### config.mk
export PLATFORM = sky130hd
export DESIGN_NAME = vec_mul_sequencer_flat
export DESIGN_NICKNAME = d
export VERILOG_FILES = /design/src/rtl/vec_mul_sequencer_pkg.sv /design/src/rtl/vec_mul_sequencer_if.sv /design/src/rtl/vec_mul_sequencer_window_counter.sv /design/src/rtl/vec_mul_sequencer.sv /design/src/flat_wrapper.sv
export SDC_FILE = /design/constraint.sdc
export NUM_CORES = 1
export LEC_CHECK = 0
export BUFFER_PORTS_ARGS = -buffer_cell sky130_fd_sc_hd__clkbuf_2
export CORE_MARGIN = 5
export CORE_UTILIZATION = 58
export CTS_CLUSTER_SIZE = 25
export DETAILED_ROUTE_END_ITERATION = 6
export GPL_TIMING_DRIVEN = 0
export PLACE_DENSITY_LB_ADDON = 0.3
export SLEW_MARGIN = 20
export SYNTH_ARGS = -nofsm -noshare
export SYNTH_HDL_FRONTEND = slang
export SYNTH_HIERARCHICAL = 1
export SYNTH_SLANG_ARGS = --single-unit
export TNS_END_PERCENT = 10
### constraint.sdc
create_clock -name clk -period 3.5 [get_ports clk]
set_clock_uncertainty 0.2 [all_clocks]
set_input_delay 0.525 -clock clk [delete_from_list [all_inputs] [get_ports clk]]
set_output_delay 0.525 -clock clk [all_outputs]
set_load 0.02 [all_outputs]
### src/rtl/vec_mul_sequencer_pkg.sv
// Shared definitions for the vector-multiply control sequencer:
// FSM state encoding and default array geometry.
package vec_mul_sequencer_pkg;

  localparam int ADDRESSSIZE_DEFAULT  = 10;
  // SRAM read latency plus the 64-deep systolic array.
  localparam int PIPE_LATENCY_DEFAULT = 65;
  localparam int CNT_W_DEFAULT        = 8;

  typedef enum logic [2:0] {
    IDLE   = 3'd0,
    WAIT_W = 3'd1,
    LOAD_W = 3'd2,
    RELOAD = 3'd3,
    STREAM = 3'd4,
    DRAIN  = 3'd5,
    DONE   = 3'd6
  } vs_state_e;

endpackage

### src/rtl/vec_mul_sequencer_if.sv
// Job request, weight FIFO, PE array and results-SRAM strobes of the sequencer.
// master = the sequencer itself, slave = the surrounding datapath/host.
interface vec_mul_sequencer_if
  import vec_mul_sequencer_pkg::*;
#(
  parameter int ADDRESSSIZE = ADDRESSSIZE_DEFAULT
);

  logic                   start;
  logic [ADDRESSSIZE-1:0] base_addr;
  logic [ADDRESSSIZE:0]   num_vectors;
  logic                   fifo_empty;
  logic                   fifo_read_enable;
  logic                   weight_reload;
  logic [ADDRESSSIZE-1:0] sram_address;
  logic                   addr_valid;
  logic                   valid_address;
  logic [ADDRESSSIZE-1:0] result_index;
  logic                   busy;
  logic                   done;

  modport master (
    input  start, base_addr, num_vectors, fifo_empty,
    output fifo_read_enable, weight_reload, sram_address, addr_valid,
           valid_address, result_index, busy, done
  );

  modport slave (
    output start, base_addr, num_vectors, fifo_empty,
    input  fifo_read_enable, weight_reload, sram_address, addr_valid,
           valid_address, result_index, busy, done
  );

endinterface

### src/rtl/vec_mul_sequencer_window_counter.sv
// Loadable down-counter with enable and zero flag; used for the issue count,
// the pipeline-latency wait and the result window.
module vs_window_counter #(
  parameter int W = 8
) (
  input  logic         clk,
  input  logic         rstn,
  input  logic         load,
  input  logic [W-1:0] load_value,
  input  logic         en,
  output logic         zero
);

  logic [W-1:0] count_reg;

  always_ff @(posedge clk) begin
    if (!rstn) begin
      count_reg <= '0;
    end else if (load) begin
      count_reg <= load_value;
    end else if (en && (count_reg != '0)) begin
      count_reg <= count_reg - 1'b1;
    end
  end

  assign zero = (count_reg == '0);

endmodule

### src/rtl/vec_mul_sequencer.sv
// Control FSM for the 64-lane vector-multiply datapath: weight pop, reload,
// contiguous address issue and latency-aligned result window.
module vec_mul_sequencer
  import vec_mul_sequencer_pkg::*;
#(
  parameter int ADDRESSSIZE  = ADDRESSSIZE_DEFAULT,
  parameter int PIPE_LATENCY = PIPE_LATENCY_DEFAULT,
  parameter int CNT_W        = CNT_W_DEFAULT
) (
  input  logic                 clk,
  input  logic                 rstn,
  vec_mul_sequencer_if.master  bus
);

  localparam int NW = ADDRESSSIZE + 1;

  localparam logic [2:0] ST_IDLE   = IDLE;
  localparam logic [2:0] ST_WAIT_W = WAIT_W;
  localparam logic [2:0] ST_LOAD_W = LOAD_W;
  localparam logic [2:0] ST_RELOAD = RELOAD;
  localparam logic [2:0] ST_STREAM = STREAM;
  localparam logic [2:0] ST_DRAIN  = DRAIN;
  localparam logic [2:0] ST_DONE   = DONE;

  localparam logic [CNT_W-1:0] LAT_LOAD = CNT_W'(PIPE_LATENCY - 1);

  logic [2:0]             state_reg, state_next;
  logic [ADDRESSSIZE-1:0] base_reg;
  logic [NW-1:0]          num_reg;

  logic                   fifo_read_enable_reg;
  logic                   weight_reload_reg;
  logic                   addr_valid_reg;
  logic [ADDRESSSIZE-1:0] sram_address_reg;
  logic                   valid_address_reg;
  logic [ADDRESSSIZE-1:0] result_index_reg;
  logic                   busy_reg;
  logic                   done_reg;
  logic                   lat_run_reg;

  logic issue_load, issue_en, issue_zero;
  logic lat_load, lat_en, lat_zero, lat_fire;
  logic res_load, res_en, res_zero, win_end;
  logic accept;

  assign accept   = (state_reg == ST_IDLE) && bus.start;
  assign lat_fire = lat_run_reg && lat_zero;
  assign lat_en   = lat_run_reg && !lat_zero;
  assign win_end  = valid_address_reg && res_zero;
  assign res_en   = valid_address_reg && !res_zero;
  assign res_load = lat_fire;

  always_comb begin
    state_next = state_reg;
    issue_load = 1'b0;
    issue_en   = 1'b0;
    lat_load   = 1'b0;
    case (state_reg)
      ST_IDLE:   if (bus.start) state_next = ST_WAIT_W;
      ST_WAIT_W: if (!bus.fifo_empty) state_next = ST_LOAD_W;
      ST_LOAD_W: state_next = ST_RELOAD;
      ST_RELOAD: begin
        if (num_reg != '0) begin
          state_next = ST_STREAM;
          issue_load = 1'b1;
          lat_load   = 1'b1;
        end else begin
          state_next = ST_DONE;
        end
      end
      ST_STREAM: begin
        if (issue_zero) state_next = ST_DRAIN;
        else            issue_en   = 1'b1;
      end
      // Window always closes after issue ends since latency is at least one.
      ST_DRAIN:  if (win_end) state_next = ST_DONE;
      ST_DONE:   state_next = ST_IDLE;
      default:   state_next = ST_IDLE;
    endcase
  end

  // Counters hold "remaining after the current cycle", so they load N-1 / L-1.
  vs_window_counter #(.W(NW)) u_issue_cnt (
    .clk        (clk),
    .rstn       (rstn),
    .load       (issue_load),
    .load_value (num_reg - 1'b1),
    .en         (issue_en),
    .zero       (issue_zero)
  );

  vs_window_counter #(.W(CNT_W)) u_lat_cnt (
    .clk        (clk),
    .rstn       (rstn),
    .load       (lat_load),
    .load_value (LAT_LOAD),
    .en         (lat_en),
    .zero       (lat_zero)
  );

  vs_window_counter #(.W(NW)) u_res_cnt (
    .clk        (clk),
    .rstn       (rstn),
    .load       (res_load),
    .load_value (num_reg - 1'b1),
    .en         (res_en),
    .zero       (res_zero)
  );

  always_ff @(posedge clk) begin
    if (!rstn) begin
      state_reg            <= ST_IDLE;
      base_reg             <= '0;
      num_reg              <= '0;
      fifo_read_enable_reg <= 1'b0;
      weight_reload_reg    <= 1'b0;
      addr_valid_reg       <= 1'b0;
      sram_address_reg     <= '0;
      valid_address_reg    <= 1'b0;
      result_index_reg     <= '0;
      busy_reg             <= 1'b0;
      done_reg             <= 1'b0;
      lat_run_reg          <= 1'b0;
    end else begin
      state_reg <= state_next;
      if (accept) begin
        base_reg <= bus.base_addr;
        num_reg  <= bus.num_vectors;
      end

      // Strobes are decoded from the next state so they appear with it.
      fifo_read_enable_reg <= (state_next == ST_LOAD_W);
      weight_reload_reg    <= (state_next == ST_RELOAD);
      addr_valid_reg       <= (state_next == ST_STREAM);
      busy_reg             <= (state_next != ST_IDLE);
      done_reg             <= (state_next == ST_DONE);

      if (state_reg == ST_RELOAD) begin
        sram_address_reg <= base_reg;
      end else if (issue_en) begin
        sram_address_reg <= sram_address_reg + 1'b1;
      end

      if (lat_load) begin
        lat_run_reg <= 1'b1;
      end else if (lat_fire) begin
        lat_run_reg <= 1'b0;
      end

      if (lat_fire) begin
        valid_address_reg <= 1'b1;
        result_index_reg  <= '0;
      end else if (win_end) begin
        valid_address_reg <= 1'b0;
      end else if (res_en) begin
        result_index_reg  <= result_index_reg + 1'b1;
      end
    end
  end

  assign bus.fifo_read_enable = fifo_read_enable_reg;
  assign bus.weight_reload    = weight_reload_reg;
  assign bus.sram_address     = sram_address_reg;
  assign bus.addr_valid       = addr_valid_reg;
  assign bus.valid_address    = valid_address_reg;
  assign bus.result_index     = result_index_reg;
  assign bus.busy             = busy_reg;
  assign bus.done             = done_reg;

endmodule
### src/flat_wrapper.sv
// flat-port wrapper written by rule: the top's interface ports become plain ports
module vec_mul_sequencer_flat import vec_mul_sequencer_pkg::*;
#(
  parameter int ADDRESSSIZE  = ADDRESSSIZE_DEFAULT,
  parameter int PIPE_LATENCY = PIPE_LATENCY_DEFAULT,
  parameter int CNT_W        = CNT_W_DEFAULT
)
  (clk, rstn, bus_start, bus_base_addr, bus_num_vectors, bus_fifo_empty, bus_fifo_read_enable, bus_weight_reload, bus_sram_address, bus_addr_valid, bus_valid_address, bus_result_index, bus_busy, bus_done);
  vec_mul_sequencer_if #(.ADDRESSSIZE(ADDRESSSIZE)) bus_i ();
  input  logic clk;
  input  logic rstn;
  input wire logic [$bits(bus_i.start)-1:0] bus_start;
  input wire logic [$bits(bus_i.base_addr)-1:0] bus_base_addr;
  input wire logic [$bits(bus_i.num_vectors)-1:0] bus_num_vectors;
  input wire logic [$bits(bus_i.fifo_empty)-1:0] bus_fifo_empty;
  output wire logic [$bits(bus_i.fifo_read_enable)-1:0] bus_fifo_read_enable;
  output wire logic [$bits(bus_i.weight_reload)-1:0] bus_weight_reload;
  output wire logic [$bits(bus_i.sram_address)-1:0] bus_sram_address;
  output wire logic [$bits(bus_i.addr_valid)-1:0] bus_addr_valid;
  output wire logic [$bits(bus_i.valid_address)-1:0] bus_valid_address;
  output wire logic [$bits(bus_i.result_index)-1:0] bus_result_index;
  output wire logic [$bits(bus_i.busy)-1:0] bus_busy;
  output wire logic [$bits(bus_i.done)-1:0] bus_done;
  assign bus_i.start = bus_start;
  assign bus_i.base_addr = bus_base_addr;
  assign bus_i.num_vectors = bus_num_vectors;
  assign bus_i.fifo_empty = bus_fifo_empty;
  assign bus_fifo_read_enable = bus_i.fifo_read_enable;
  assign bus_weight_reload = bus_i.weight_reload;
  assign bus_sram_address = bus_i.sram_address;
  assign bus_addr_valid = bus_i.addr_valid;
  assign bus_valid_address = bus_i.valid_address;
  assign bus_result_index = bus_i.result_index;
  assign bus_busy = bus_i.busy;
  assign bus_done = bus_i.done;
  vec_mul_sequencer #(.ADDRESSSIZE(ADDRESSSIZE), .PIPE_LATENCY(PIPE_LATENCY), .CNT_W(CNT_W)) u_core (.clk(clk), .rstn(rstn), .bus(bus_i));
endmodule
==> results of run 1 <==
==> metal layers <==
metal  global-route usage, %  up-vias  wire, um
met5                       0        -         0
met4                    7.81        0       133
met3                    5.87       10       574
met2                    36.9      106      4490
met1                    30.2     1813      4410
li1                        -     1911         -
==> power groups by stage <==
stage	registers (mW)	logic [mW]	clock network [mW]
final	0.983	0.265	0.836
after global routing	0.988	0.294	0.894
after CTS	0.982	0.262	0.846
after detailed placement	1.00	0.261	0
after global placement	1.00	0.251	0
after floorplan	1.00	0.183	0
==> worst min-delay path: stages <==
cell,delay [ns]
clkbuf_2,0.08
nand2_1,0.04
a21oi_1,0.05
==> cell usage after synthesis (3+ instances only) <==
library cell,instances
ha_1,8
clkbuf_1,13
inv_1,19
buf_2,5
and4b_1,3
o21ai_0,30
or3_1,9
nand2_1,70
nand3b_1,3
o211ai_1,3
xor2_1,13
nor3b_1,7
xnor2_1,14
nand4_1,11
o31ai_1,5
nor2_1,32
nor2b_1,3
and2_1,4
and3_1,5
a31oi_1,13
nor3_1,12
o21a_1,6
nor4_1,5
nand3_1,12
or4_1,5
nand2b_1,3
a21oi_1,53
dfxtp_1,81
==> worst max path at each step <==
stage | startpoint | depth (start not counted) | end | slack [ns]
floorplan | u_core/u_issue_cnt/count_reg[0] | 11 | u_core/u_issue_cnt/count_reg[7] | 0.68
global placement | u_core/u_issue_cnt/count_reg[0] | 11 | u_core/u_issue_cnt/count_reg[7] | 0.34
detailed placement | u_core/u_issue_cnt/count_reg[0] | 11 | u_core/u_issue_cnt/count_reg[7] | 0.30
CTS | u_core/u_issue_cnt/count_reg[0] | 11 | u_core/u_issue_cnt/count_reg[7] | 0.25
global route | u_core/u_issue_cnt/count_reg[0] | 11 | u_core/u_issue_cnt/count_reg[7] | 0.02
finish | u_core/u_issue_cnt/count_reg[0] | 11 | u_core/u_issue_cnt/count_reg[7] | 0.19
==> per-stage QoR <==
step / cell area [um^2] / worst slack [ns]
floorplan: 4070 / 0.680
global placement: 4440 / 0.340
detailed placement: 4440 / 0.301
CTS: 4680 / 0.250
global route: 4680 / 0.0168
finish: 4680 / 0.188
==> kinds of logic (layout without fill, tap and decap cells) <==
kind of cell | count (synthesis) | in the layout
AND/OR/NAND/NOR | 199 | 199
AO/OA/AOI/OAI | 137 | 137
flip-flops | 81 | 81
buffers and inverters | 40 | 106
XOR/XNOR | 27 | 27
adder cells (fa/ha/maj) | 8 | 8
other | 2 | 8
multiplexers | 2 | 2
==> cell type report <==
type | instances | share of cell area (%)
tap | 96 | 2.57
timing repair buffer | 50 | 5.35
buffer | 20 | 1.82
clock buffer | 10 | 2.73
inverter | 20 | 1.63
clock inverter | 6 | 2.46
sequential | 81 | 34.7
multi-input combinational | 381 | 48.8
==> metrics.md, run 1 <==
| Metric | Value |
|---|---|
| Post-Synthesis Cell Area | 0.00404 mm^2 |
| Period minus WS final | 3.31 ns |
| First-pass GRT wire length | 16.3 mm |
| Routed Antenna Nets | 0 |
| Final Hold Vio Count | 0 |
| Startpoint type of the worst setup path | flop |
| Comb pwr share | 12.7% |
| RSZ-0062 raised after global routing | no |
| Max Freq | 0.302 GHz |
| Min-delay src | bus_base_addr[9] |
| Sw power | 0.554 mW |
| Yosys reg bits | 81 |
| First-pass iteration count of the detailed router | 4 |
| Reg area | 0.00162 mm^2 |
| Routed vias/inst | 5.78 |
| Most common cell after layout, fill and taps aside | dfxtp_1 |
| Multi-input gate area | 0.00228 mm^2 |
| Largest net degree at the start of global routing | 27 |
| Slew @ Worst Pin | 0.661 ns |
| Slowest cell on crit path | or4b_1 |
| CP Data Required Time | 3.59 ns |
| Number of I/O pins | 51 |
| CP bufs+invs | 3 |
| Die Y-Extent | 93.5 um |
| Port bufs | 50 |
| Final cell count without fillers | 664 |
| R2r endpoint | u_core/u_issue_cnt/count_reg[7] |
| Number of synthesized flops with an enable pin | 0 |
| Synth area leaders | dfxtp_1 (40%), a21oi_1 (6.6%), nand2_1 (6.5%), o21ai_0 (3.7%), xnor2_1 (3.0%) |
| Worst-path clk slew | 0.09 ns |
| Reg2Reg Depth | 11 |
| Skew-Pair Late Insertion Delay | 0.36 ns |
| Hpwl dp | 6.88 mm |
| Hold Path Class | input port to flop |
| Final Power | 2.08 mW |
| Vias | 3840 |
| Pwr Density | 445 mW/mm^2 |
| R2R Setup Slk | 0.19 ns |
| Commonest cells after routing, fill and taps aside | dfxtp_1 (81), nand2_1 (70), a21oi_1 (53), clkbuf_2 (50), nor2_1 (32) |
| Cts bufs inserted | 9 |
| Tcrit/Tclk final | 94.6% |
| Die footprint | 0.00874 mm^2 |
| Status | finished clean |
| Fin util | 68.9% |
| RR Startpoint | u_core/u_issue_cnt/count_reg[0] |
| Remaining DRCs | 0 |
| WP data arrival | 3.40 ns |
| Vias in the first global route | 3586 |
| Yosys top cell area share | 40.1% |
| Max-slew violation count | 0 |
| Clk pwr share | 40.1% |
| LEAKAGE | 1.82 nW |
| Hold-fix buffers, CTS | 0 |
| Crit Path Class | flop to flop |
| Cell-by-cell trace of the critical path | inv_1, ha_1, or3b_1, nor3_2, or4b_1, buf_2, clkinv_2, nor3b_1, o211ai_1, or3_1, a31oi_1 |
| Post-synthesis compound-gate area fraction | 21.3% |
| Distinct cells, synth | 59 |
| Maxcap violations | 0 |
| Routed len/inst | 14.5 um |
| Setup-failing EPs final | 0 |
| Clock Sinks | 81 |
| Biggest cell delay along the critical path | 0.48 ns |
| Starting density of the core | 59.5% |
| Top FF cell, synth | dfxtp_1 |
| Die width | 93.5 um |
| Net Sw Frac | 26.6% |
| Std-Cell Rows | 30 |
| Setup_tns | 0 ns |
| Post-synthesis sequential area ratio | 40.1% |
| Synth area leader | dfxtp_1 |
| H-tree depth | 3 |
| Iteration-0 DRC Markers | 267 |
| Initial antenna violation count | 0 |
| Hold path depth | 3 |
| Post-Synth XOR/XNOR Area | 5.85% |
| Slew Limit Headroom | 55.8% |
| Mux contribution to synthesized area | 0.495% |
| Post-synth ARST share | 0% |
| Share of post-route cells with drive strength above 1 | 15.0% |
| Grt total ovfl | 0 |
| Synth Area per Inst | 8.15 um^2 |
| Filler instances | 544 |
| Internal | 1.53 mW |
| GPL Wtd Cong | 0.862 |
| Core area | 0.00679 mm^2 |
| Post-CTS Setup Bufs | 0 |
| Worst-case clock buffer depth | 2 |
| Root Buffer | clkbuf_8 |
| Synth Area in Simple Gates | 25.6% |
| Endpoint class of the critical path | flop |
| Hold endpoint | u_core/base_reg[9] |
| Mapped Cells | 496 |
| Net count, final | 596 |
| Post-Place Cells | 648 |
| Crit path max fanout | 13 |
| Peak VDD IR | 0.258 mV |
| CP delay by family, top | simple AND/OR/NAND/NOR gates |
| WHS | 0.171 ns |
| Synth Area in Adders | 2.48% |
| Main combinational cell family by area after synthesis | simple AND/OR/NAND/NOR gates |
| PostCTS Resize Cnt | 0 |
| Reg power frac | 47.2% |
| Antenna diode count | 0 |
| CTS tree | yes |
| Total global-route track usage | 23.1% |
| P&R area growth vs syn | 15.7% |
| Total Wirelength | 9.61 mm |
| Yosys Warn Count | 6 |
No activity file was read; power rests on OpenSTA's default activity.
==> inputs of run 2 (changes only) <==
==> constraint.sdc (replaced) <==
create_clock -name clk -period 3.5 [get_ports clk]
set_clock_uncertainty 0.2 [all_clocks]
set_input_delay 0.175 -clock clk [delete_from_list [all_inputs] [get_ports clk]]
set_output_delay 0.175 -clock clk [all_outputs]
set_load 0.02 [all_outputs]
==> run 2 against run 1 <==
- die area is the same
- sequential share of layout area shrank 1.6 points
- setup slack gained 0.0038 ns
- maximum frequency grew 0.12%
- design area grew 4.8%
- critical path depth is the same
- count of clock-buffer cells in the layout is the same
- clock power grew 0.5%
- core utilization grew 3.3 points
- global-route usage grew 1.6 points
- first-iteration DRC count grew 5.2%
- sequential power is essentially flat
- critical path type unchanged
==> metrics.md, run 2 (same netlist as run 1, synthesis figures left out) <==
| Metric | Value |
|---|---|
| Share of post-route cells with drive strength above 1 | 14.4% |
| Hold-fix buffers, CTS | 22 |
| Biggest cell delay along the critical path | 0.48 ns |
| Filler instances | 509 |
| Number of I/O pins | 51 |
| Port bufs | 50 |
| PostCTS Resize Cnt | 0 |
| Iteration-0 DRC Markers | 281 |
| CTS tree | yes |
| Grt total ovfl | 0 |
| Routed len/inst | 15.0 um |
| Total Wirelength | 10.3 mm |
| Remaining DRCs | 0 |
| Die Y-Extent | 93.5 um |
| Worst-path clk slew | 0.08 ns |
| Commonest cells after routing, fill and taps aside | dfxtp_1 (81), nand2_1 (70), a21oi_1 (53), clkbuf_2 (50), nor2_1 (32) |
| Total global-route track usage | 24.7% |
| Die width | 93.5 um |
| CP Data Required Time | 3.60 ns |
| First-pass GRT wire length | 17.4 mm |
| Maxcap violations | 0 |
| Design area | 0.00490 mm^2 |
| Pwr Density | 431 mW/mm^2 |
| Starting density of the core | 59.5% |
| Vias in the first global route | 3804 |
| Fin util | 72.1% |
| Final cell count without fillers | 687 |
| Placed Instance Area | 0.00444 mm^2 |
| Post-CTS Setup Bufs | 0 |
| H-tree depth | 3 |
| Skew-Pair Late Insertion Delay | 0.37 ns |
| Root Buffer | clkbuf_8 |
| First-pass iteration count of the detailed router | 5 |
| Status | finished clean |
| Largest net degree at the start of global routing | 27 |
| Vias | 3978 |
| GPL Wtd Cong | 0.862 |
| Startpoint type of the worst setup path | flop |
| Crit path max fanout | 13 |
| Hold Path Class | input port to flop |
| P&R area growth vs syn | 21.2% |
| LEAKAGE | 1.91 nW |
| Slew Limit Headroom | 56.0% |
| Post-Place Cells | 648 |
| Clock Sinks | 81 |
| Peak VDD IR | 0.261 mV |
| Slowest cell on crit path | or4b_1 |
| WHS | 0.0444 ns |
| Most common cell after layout, fill and taps aside | dfxtp_1 |
| Crit Path Class | flop to flop |
| Setup-failing EPs final | 0 |
| Period minus WS final | 3.31 ns |
| Final Hold Vio Count | 0 |
| Endpoint class of the critical path | flop |
| Initial antenna violation count | 0 |
| Slew @ Worst Pin | 0.658 ns |
| Routed vias/inst | 5.79 |
| RSZ-0062 raised after global routing | no |
| Die footprint | 0.00874 mm^2 |
| Std-Cell Rows | 30 |
| Net count, final | 618 |
| Core area | 0.00679 mm^2 |
| Cts bufs inserted | 9 |
| Cell-by-cell trace of the critical path | inv_1, ha_1, or3b_1, nor3_2, or4b_1, buf_2, clkinv_2, nor3b_1, o211ai_1, or3_1, a31oi_1 |
| Max-slew violation count | 0 |
| WP data arrival | 3.40 ns |
| Setup_tns | 0 ns |
| Worst-case clock buffer depth | 2 |
| Hpwl dp | 6.88 mm |
| Routed Antenna Nets | 0 |
| Tcrit/Tclk final | 94.5% |
| Max Freq | 0.302 GHz |
[run 2: changes by cell type in the layout (fill, tap and decap cells not counted), sizes merged]
cell         delta
dlygate4sd3    +22
diode           +1
[run 2: where the power goes]
group / internal (mW) / leakage [nW] / switching, mW
sequential: 0.954 / 0.657 / 0.0292
clock: 0.478 / 0.117 / 0.362
combinational: 0.114 / 1.14 / 0.174
[run 2: through the flow]
step                power [mW]  worst slack (ns)
global route              2.20            0.0169
CTS                       2.11             0.250
finish                    2.11             0.192
global placement          1.25             0.340
detailed placement        1.26             0.301
floorplan                 1.18             0.680
[run 2: worst max-delay path, delay by kind of cell (launching register included)]
kind	cells	cell delay, ns
compound gates	2	0.35
fa+ha+maj	1	0.23
buf+inv	3	0.46
flops	1	0.42
simple gates	5	1.58
[run 2: routing by layer]
| metal | wire [um] | track usage (%) | vias up | share of wire, % |
|---|---|---|---|---|
| met5 | 0 | 0 | - | 0 |
| met4 | 148 | 9.52 | 0 | 1.4 |
| met3 | 584 | 6.11 | 17 | 5.7 |
| met2 | 5030 | 40.4 | 132 | 49 |
| met1 | 4520 | 31.2 | 1869 | 44 |
| li1 | - | - | 1960 | - |
[run 2: final timing paths]
| kind | cells past startpoint | end | slack, ns | startpoint |
|---|---|---|---|---|
| worst max-delay path | 11 | u_core/u_issue_cnt/count_reg[7] | 0.19 | u_core/u_issue_cnt/count_reg[0] |
| worst min-delay path | 5 | u_core/bus.weight_reload | 0.04 | bus_fifo_empty |
| worst max register to register | 11 | u_core/u_issue_cnt/count_reg[7] | 0.19 | u_core/u_issue_cnt/count_reg[0] |
| worst min register to register | 2 | u_core/base_reg[7] | 0.27 | u_core/base_reg[7] |
[run 2: layout make-up]
| type | instances | area [um^2] | area share, % |
|---|---|---|---|
| multi-input combinational | 381 | 2280 | 46.6 |
| tap | 96 | 120 | 2.45 |
| clock inverter | 6 | 115 | 2.35 |
| timing repair buffer | 72 | 470 | 9.60 |
| inverter | 20 | 76.3 | 1.56 |
| sequential | 81 | 1620 | 33.1 |
| clock buffer | 10 | 128 | 2.60 |
| antenna | 1 | 2.50 | 0.0511 |
| buffer | 20 | 85.1 | 1.74 |
